**src/rtl/parking_meter_multi.sv**
```systemverilog
// Multi-bay parking meter: one 14-bit seconds counter per bay, a shared
// one-second tick, per-bay coin/preset commands, and a multiplexed 4-digit
// seven-segment display of the selected bay with solid/blink/flash modes.
module parking_meter_multi #(
  parameter int NUM_BAYS  = 2,
  parameter int TICK_DIV  = 100,
  parameter int FLASH_DIV = 50,
  parameter int SCAN_DIV  = 1,
  parameter int MAX_TIME  = 9999,
  parameter int WARN_TIME = 180,
  parameter int COIN0     = 60,
  parameter int COIN1     = 120,
  parameter int COIN2     = 180,
  parameter int COIN3     = 300,
  parameter int PRESET_A  = 16,
  parameter int PRESET_B  = 150,
  localparam int SEL_W    = (NUM_BAYS > 1) ? $clog2(NUM_BAYS) : 1
) (
  input  logic                clk,
  input  logic                rst_n,
  input  logic [3:0]          add,
  input  logic                ld_a,
  input  logic                ld_b,
  input  logic [SEL_W-1:0]    bay_sel,
  input  logic [SEL_W-1:0]    disp_sel,
  output logic [NUM_BAYS-1:0] expired,
  output logic [NUM_BAYS-1:0] low,
  output logic [15:0]         bcd,
  output logic [3:0]          an,
  output logic [6:0]          seg
);

  localparam int TDIV_W = (TICK_DIV > 1) ? $clog2(TICK_DIV) : 1;
  localparam int FDIV_W = (FLASH_DIV > 1) ? $clog2(FLASH_DIV) : 1;
  localparam int SDIV_W = (SCAN_DIV > 1) ? $clog2(SCAN_DIV) : 1;
  localparam logic [14:0] MAX_W = 15'(MAX_TIME);

  // Coin add with tick decrement folded in, evaluated at 15 bits so the
  // sum can exceed the ceiling without wrapping before it is clamped.
  function automatic logic [13:0] coin_sat(input logic [13:0] c,
                                           input logic [14:0] coin,
                                           input logic        t);
    logic [14:0] sum;
    sum = {1'b0, c} + coin - {14'd0, t};
    return (sum > MAX_W) ? MAX_W[13:0] : sum[13:0];
  endfunction

  // Preset load, less one second when it lands on a tick (floored at 0).
  function automatic logic [13:0] preset_val(input logic [14:0] p,
                                             input logic        t);
    return (p > {14'd0, t}) ? 14'(p - {14'd0, t}) : 14'd0;
  endfunction

  function automatic logic [15:0] to_bcd(input logic [13:0] c);
    int v;
    v = int'(c);
    return {4'((v / 1000) % 10), 4'((v / 100) % 10),
            4'((v / 10) % 10), 4'(v % 10)};
  endfunction

  // Active-low {a,b,c,d,e,f,g}.
  function automatic logic [6:0] seg_enc(input logic [3:0] d);
    case (d)
      4'd0:    return 7'b0000001;
      4'd1:    return 7'b1001111;
      4'd2:    return 7'b0010010;
      4'd3:    return 7'b0000110;
      4'd4:    return 7'b1001100;
      4'd5:    return 7'b0100100;
      4'd6:    return 7'b0100000;
      4'd7:    return 7'b0001111;
      4'd8:    return 7'b0000000;
      4'd9:    return 7'b0000100;
      default: return 7'b1111111;
    endcase
  endfunction

  logic [TDIV_W-1:0] tdiv_q, tdiv_d;
  logic [FDIV_W-1:0] fdiv_q, fdiv_d;
  logic [SDIV_W-1:0] sdiv_q, sdiv_d;
  logic              flash_q, flash_d;
  logic [1:0]        ptr_q, ptr_d;
  logic [13:0]       cnt_q [NUM_BAYS];
  logic [13:0]       cnt_d [NUM_BAYS];
  logic [3:0]        an_q, an_d;
  logic [6:0]        seg_q, seg_d;

  logic              tick;
  logic              cmd_ok;
  logic              coin_hit;
  logic [14:0]       coin_val;
  logic              disp_ok;
  logic [13:0]       disp_cnt;
  logic              lit;
  logic [3:0]        digit;

  assign tick   = (tdiv_q == TDIV_W'(TICK_DIV - 1));
  assign cmd_ok = (int'(bay_sel) < NUM_BAYS);

  // Free-running dividers: one-second tick, flash phase, scan pointer.
  always_comb begin
    tdiv_d  = tick ? '0 : tdiv_q + 1'b1;
    fdiv_d  = fdiv_q + 1'b1;
    flash_d = flash_q;
    if (fdiv_q == FDIV_W'(FLASH_DIV - 1)) begin
      fdiv_d  = '0;
      flash_d = ~flash_q;
    end
    sdiv_d = sdiv_q + 1'b1;
    ptr_d  = ptr_q;
    if (sdiv_q == SDIV_W'(SCAN_DIV - 1)) begin
      sdiv_d = '0;
      ptr_d  = ptr_q + 2'd1;
    end
  end

  // Divider and scan state registers.
  always_ff @(posedge clk) begin
    if (!rst_n) begin
      tdiv_q  <= '0;
      fdiv_q  <= '0;
      sdiv_q  <= '0;
      flash_q <= 1'b1;
      ptr_q   <= 2'd0;
    end else begin
      tdiv_q  <= tdiv_d;
      fdiv_q  <= fdiv_d;
      sdiv_q  <= sdiv_d;
      flash_q <= flash_d;
      ptr_q   <= ptr_d;
    end
  end

  // Lowest-numbered coin input wins when several are pulsed together.
  always_comb begin
    coin_hit = 1'b1;
    coin_val = 15'(COIN0);
    if (add[0])      coin_val = 15'(COIN0);
    else if (add[1]) coin_val = 15'(COIN1);
    else if (add[2]) coin_val = 15'(COIN2);
    else if (add[3]) coin_val = 15'(COIN3);
    else             coin_hit = 1'b0;
  end

  // Per-bay next count: tick decrement everywhere, then the single
  // highest-priority command overrides it on the selected bay.
  always_comb begin
    for (int i = 0; i < NUM_BAYS; i++) begin
      cnt_d[i] = (tick && cnt_q[i] != 14'd0) ? cnt_q[i] - 14'd1 : cnt_q[i];
      if (cmd_ok && int'(bay_sel) == i) begin
        if (ld_a)          cnt_d[i] = preset_val(15'(PRESET_A), tick);
        else if (ld_b)     cnt_d[i] = preset_val(15'(PRESET_B), tick);
        else if (coin_hit) cnt_d[i] = coin_sat(cnt_q[i], coin_val, tick);
      end
    end
  end

  // Bay count registers.
  always_ff @(posedge clk) begin
    for (int i = 0; i < NUM_BAYS; i++) begin
      if (!rst_n) cnt_q[i] <= 14'd0;
      else        cnt_q[i] <= cnt_d[i];
    end
  end

  // Status flags for every bay.
  always_comb begin
    for (int i = 0; i < NUM_BAYS; i++) begin
      expired[i] = (cnt_q[i] == 14'd0);
      low[i]     = (cnt_q[i] != 14'd0) && (int'(cnt_q[i]) < WARN_TIME);
    end
  end

  // Pick the displayed bay; an out-of-range selection shows nothing.
  always_comb begin
    disp_ok  = 1'b0;
    disp_cnt = 14'd0;
    for (int i = 0; i < NUM_BAYS; i++) begin
      if (int'(disp_sel) == i) begin
        disp_ok  = 1'b1;
        disp_cnt = cnt_q[i];
      end
    end
  end

  assign bcd = disp_ok ? to_bcd(disp_cnt) : 16'd0;

  // Display mode and digit for the current scan slot.
  always_comb begin
    if (!disp_ok)                          lit = 1'b0;
    else if (int'(disp_cnt) >= WARN_TIME)  lit = 1'b1;
    else if (disp_cnt != 14'd0)            lit = ~disp_cnt[0];
    else                                   lit = flash_q;
    case (ptr_q)
      2'd0:    digit = bcd[3:0];
      2'd1:    digit = bcd[7:4];
      2'd2:    digit = bcd[11:8];
      default: digit = bcd[15:12];
    endcase
    an_d  = 4'b1111;
    seg_d = seg_q;
    if (lit) begin
      an_d  = ~(4'b0001 << ptr_q);
      seg_d = seg_enc(digit);
    end
  end

  // Registered display drive; seg holds its last pattern while blank.
  always_ff @(posedge clk) begin
    if (!rst_n) begin
      an_q  <= 4'b1111;
      seg_q <= 7'b1111111;
    end else begin
      an_q  <= an_d;
      seg_q <= seg_d;
    end
  end

  assign an  = an_q;
  assign seg = seg_q;

endmodule
```
**config.mk**
```make
export PLATFORM = sky130hd
export DESIGN_NAME = parking_meter_multi
export DESIGN_NICKNAME = d
export VERILOG_FILES = /design/src/rtl/parking_meter_multi.sv
export SDC_FILE = /design/constraint.sdc
export NUM_CORES = 1
export LEC_CHECK = 0
export BUFFER_PORTS_ARGS = -buffer_cell sky130_fd_sc_hd__buf_2
export CAP_MARGIN = 15
export CORE_UTILIZATION = 30
export CTS_BUF_LIST = sky130_fd_sc_hd__clkbuf_4 sky130_fd_sc_hd__clkbuf_8
export CTS_CLUSTER_SIZE = 24
export DETAILED_ROUTE_END_ITERATION = 7
export SYNTH_ARGS = -nofsm -noshare
export SYNTH_HDL_FRONTEND = slang
export SYNTH_SLANG_ARGS = --single-unit
```
**constraint.sdc**
```tcl
create_clock -name clk -period 17.1 [get_ports clk]
set_input_delay 3.42 -clock clk [delete_from_list [all_inputs] [get_ports clk]]
set_output_delay 3.42 -clock clk [all_outputs]
set_load 0.03 [all_outputs]
```
==> metrics.md <==
| Metric | Value |
|---|---|
| Status | `complete, no violations` |
| Leak Pwr | `~5 nW` |
| Core area | `a little under 40000 µm²` |
| Buffers and inverters on the worst path | `5` |
| Global-route usage over all layers | `between 15 and 20%` |
| DP HPWL | `between 30 and 40 mm` |
| PortBufs | `40` |
| Delay-heaviest family, CP | `simple AND/OR/NAND/NOR gates` |
| Gate power share | `90.8%` |
| GR Overflow Total | `0` |
| Nets | `1841` |
| P_sw | `1.580 mW` |
| Multi-input logic area | `10050 µm²` |
| CTS tree | `done` |
| Setup bufs post-CTS | `0` |
| Seq/Total Area, Yosys | `9.367%` |
| Sequential cell area | `1121 µm²` |
| Fin. max-slew vios | `0` |
| Sw Share | `60.60%` |
| Commonest non-fill, non-tap cell in the layout | `nand2_1` |
| Num rows | `72` |
| Fillers | `4275` |
| Crit-path slowest cell | `nand3_1` |
| # Max-Cap Violations | `0` |
| H-tree depth | `2` |
| Vias | `13446` |
| Syn Area/Cell | `6.774 µm²` |
| Root Driver | `clkbuf_8` |
| Crit path capture type | `output port` |
| Fraction of layout instances using a drive strength above 1 | `9.698%` |
| Io pins | `between 40 and 50` |
| Worst path most repeated cell | `a31oi_1` |
| Post-Synthesis Cells | `1767` |
| Vias/cell | `5.921` |
| Unique masters post-synth | `116` |
| Final Skew | `0.007828 ns` |
| Synth Net Count | `between 1500 and 2000` |
| Most frequent cells in the layout | `nand2_1, nor2_1, o21ai_0` |
| Initial antenna violation count | `0` |
| Power share of the sequential group | `under 10%` |
| Gates resized, CTS repair | `0` |
| Worst path required time | `13.68 ns` |
| Fin Setup TNS | `0 ns` |
| Clock transition at the registers of the reported paths | `0.11 ns` |
| Max Freq | `61.99 MHz` |
| CTS Sinks | `56` |
| Critical Path AT | `12.71 ns` |
| Crit path kind | `in -> out` |
| Number of global-route vias before repair | `12565` |
| Power Dens Cells | `205.2 nW/µm²` |
| Die footprint | `40700 µm²` |
| Antenna cell count | `0` |
| Critical Path Max Stage Delay | `0.51 ns` |
| FF+latch count, synth | `56` |
| Post-route ant nets | `0` |
| TritonCTS buffer count | `5` |
| RSZ-0062 raised after global routing | `false` |
| Area Growth Syn to Fin | `6.147%` |
| Internal cell power | `a little over 1 mW` |
| Slew headroom | `21.55%` |
| Worst setup SP type | `primary input` |
| Post-synthesis cell area | `11970 µm²` |
| Wire per inst | `around 17 µm` |
| Tcrit/Tclk final | `94.33%` |
| Post-synth EDFFs | `0` |
| Skew-Pair Late Insertion Delay | `around 0.33 ns` |
| Worst-Margin Slew | `1.144 ns` |
| Yosys Warn Count | `0` |
| First-pass GRT wire length | `63.69 mm` |
| # DRC | `0` |
| DIE HEIGHT | `201.7 µm` |
| Crit path time final | `16.13 ns` |
| Async set-reset flop share out of synthesis | `0%` |
| Largest net degree at the start of global routing | `44` |
| Die Width | `201.7 µm` |
| Top_reg_cell synth | `dfxtp_1` |
| Clock buffer depth | `2` |
| Final setup violation count | `0` |
| Post-layout util | `roughly 33%` |
| Starting Density | `30.68%` |
| Initial DRC count | `1245` |
| Hold Crit Class | `reg -> reg` |
| Drt pass-1 iters | `6` |
| Post-CTS Hold Buffers | `0` |
| GPL Wtd Cong | `0.9249` |
| Endpoints failing hold | `0` |
| Clock share of power | `3.1%` |
| Peak VDD IR | `0.1771 mV` |
| Final WL | `39.28 mm` |
| Crit Path Max Fanout | `16` |
cells by family after synthesis:
family / count (synthesis) / synth area share, %
AOI/OAI and AO/OA: 546 / 32.24
xor gates and xnor gates: 114 / 8.405
adders and majority gates: 87 / 9.074
buffers and inverters: 192 / 6.816
DFF: 56 / 9.367
muxes: 44 / 4.129
other: 1 / 0.03133
and+or+nand+nor: 727 / 29.94
power by group through the flow:
stage               Clock [mW]  Sequential [mW]  Combinational [mW]
finish                  0.0802            0.160                2.37
floorplan                    0            0.172                1.83
detailed placement           0            0.164                2.32
global route            0.0856            0.163                2.59
global placement             0            0.163                2.31
CTS                     0.0826            0.160                2.34
area by class of cell:
cell class | count | area share [%]
Sequential cell | 56 | 8.824
Tap cell | 518 | 5.101
Timing Repair Buffer | 68 | 3.230
Clock inverter | 3 | 0.2068
Inverter | 102 | 3.014
Clock buffer | 5 | 0.5417
Multi-Input combinational cell | 1519 | 79.08
worst paths after layout:
kind                     start        end  slack [ns]  depth (start not counted)
hold reg to reg      tdiv_q[0]  tdiv_q[0]        0.46                          1
setup reg to reg  cnt_q[1][13]     seg[6]        6.33                         34
hold / removal       tdiv_q[0]  tdiv_q[0]        0.46                          1
setup / recovery      disp_sel     bcd[5]        0.97                         31
registers in the layout, summed over array words and instances (netlist names):
signal   count
cnt_q       28
seg          7
tdiv_q       7
fdiv_q       6
an           4
ptr_q        2
flash_q      1
sdiv_q       1
routing by layer:
metal  global-route usage (%)  part of all wire (%)  routed length, µm
met5                        0                     0                  0
met4                    5.601                   2.2                866
met3                    1.571                   5.9               2327
met2                    31.29                    46              18250
met1                    24.93                    45              17840
through the flow:
step / instance area [µm²] / cells / power (mW) / worst slack, ns / hold WS, ns
CTS: 12700 / 2271 / 2.578 / 1.203 / 0.4607
finish: 12700 / 2271 / 2.607 / 0.9691 / 0.4585
global placement: 12610 / 2263 / 2.477 / 1.402 / 0.4303
global route: 12700 / 2271 / 2.834 / 0.2953 / 0.4984
detailed placement: 12610 / 2263 / 2.487 / 1.227 / 0.4445
floorplan: 11970 / 1767 / 2.005 / 2.402 / 0.4176
cells in the mapped netlist (25+ instances only):
| cell | instances | area, µm² |
|---|---|---|
| mux2i_1 | 25 | 250.2 |
| and3_1 | 27 | 168.9 |
| clkbuf_1 | 56 | 210.2 |
| and2_1 | 25 | 156.4 |
| dfxtp_1 | 56 | 1121 |
| a31oi_1 | 30 | 187.7 |
| xnor2_1 | 91 | 797.0 |
| a21oi_1 | 96 | 480.5 |
| nor2_1 | 183 | 686.9 |
| o21ai_0 | 116 | 580.6 |
| nand3_1 | 66 | 330.3 |
| nand4_1 | 26 | 162.7 |
| nor3_1 | 65 | 325.3 |
| nand2_1 | 204 | 765.7 |
| inv_1 | 100 | 375.4 |
| ha_1 | 77 | 963.4 |
(Power assumes the default switching activity.)
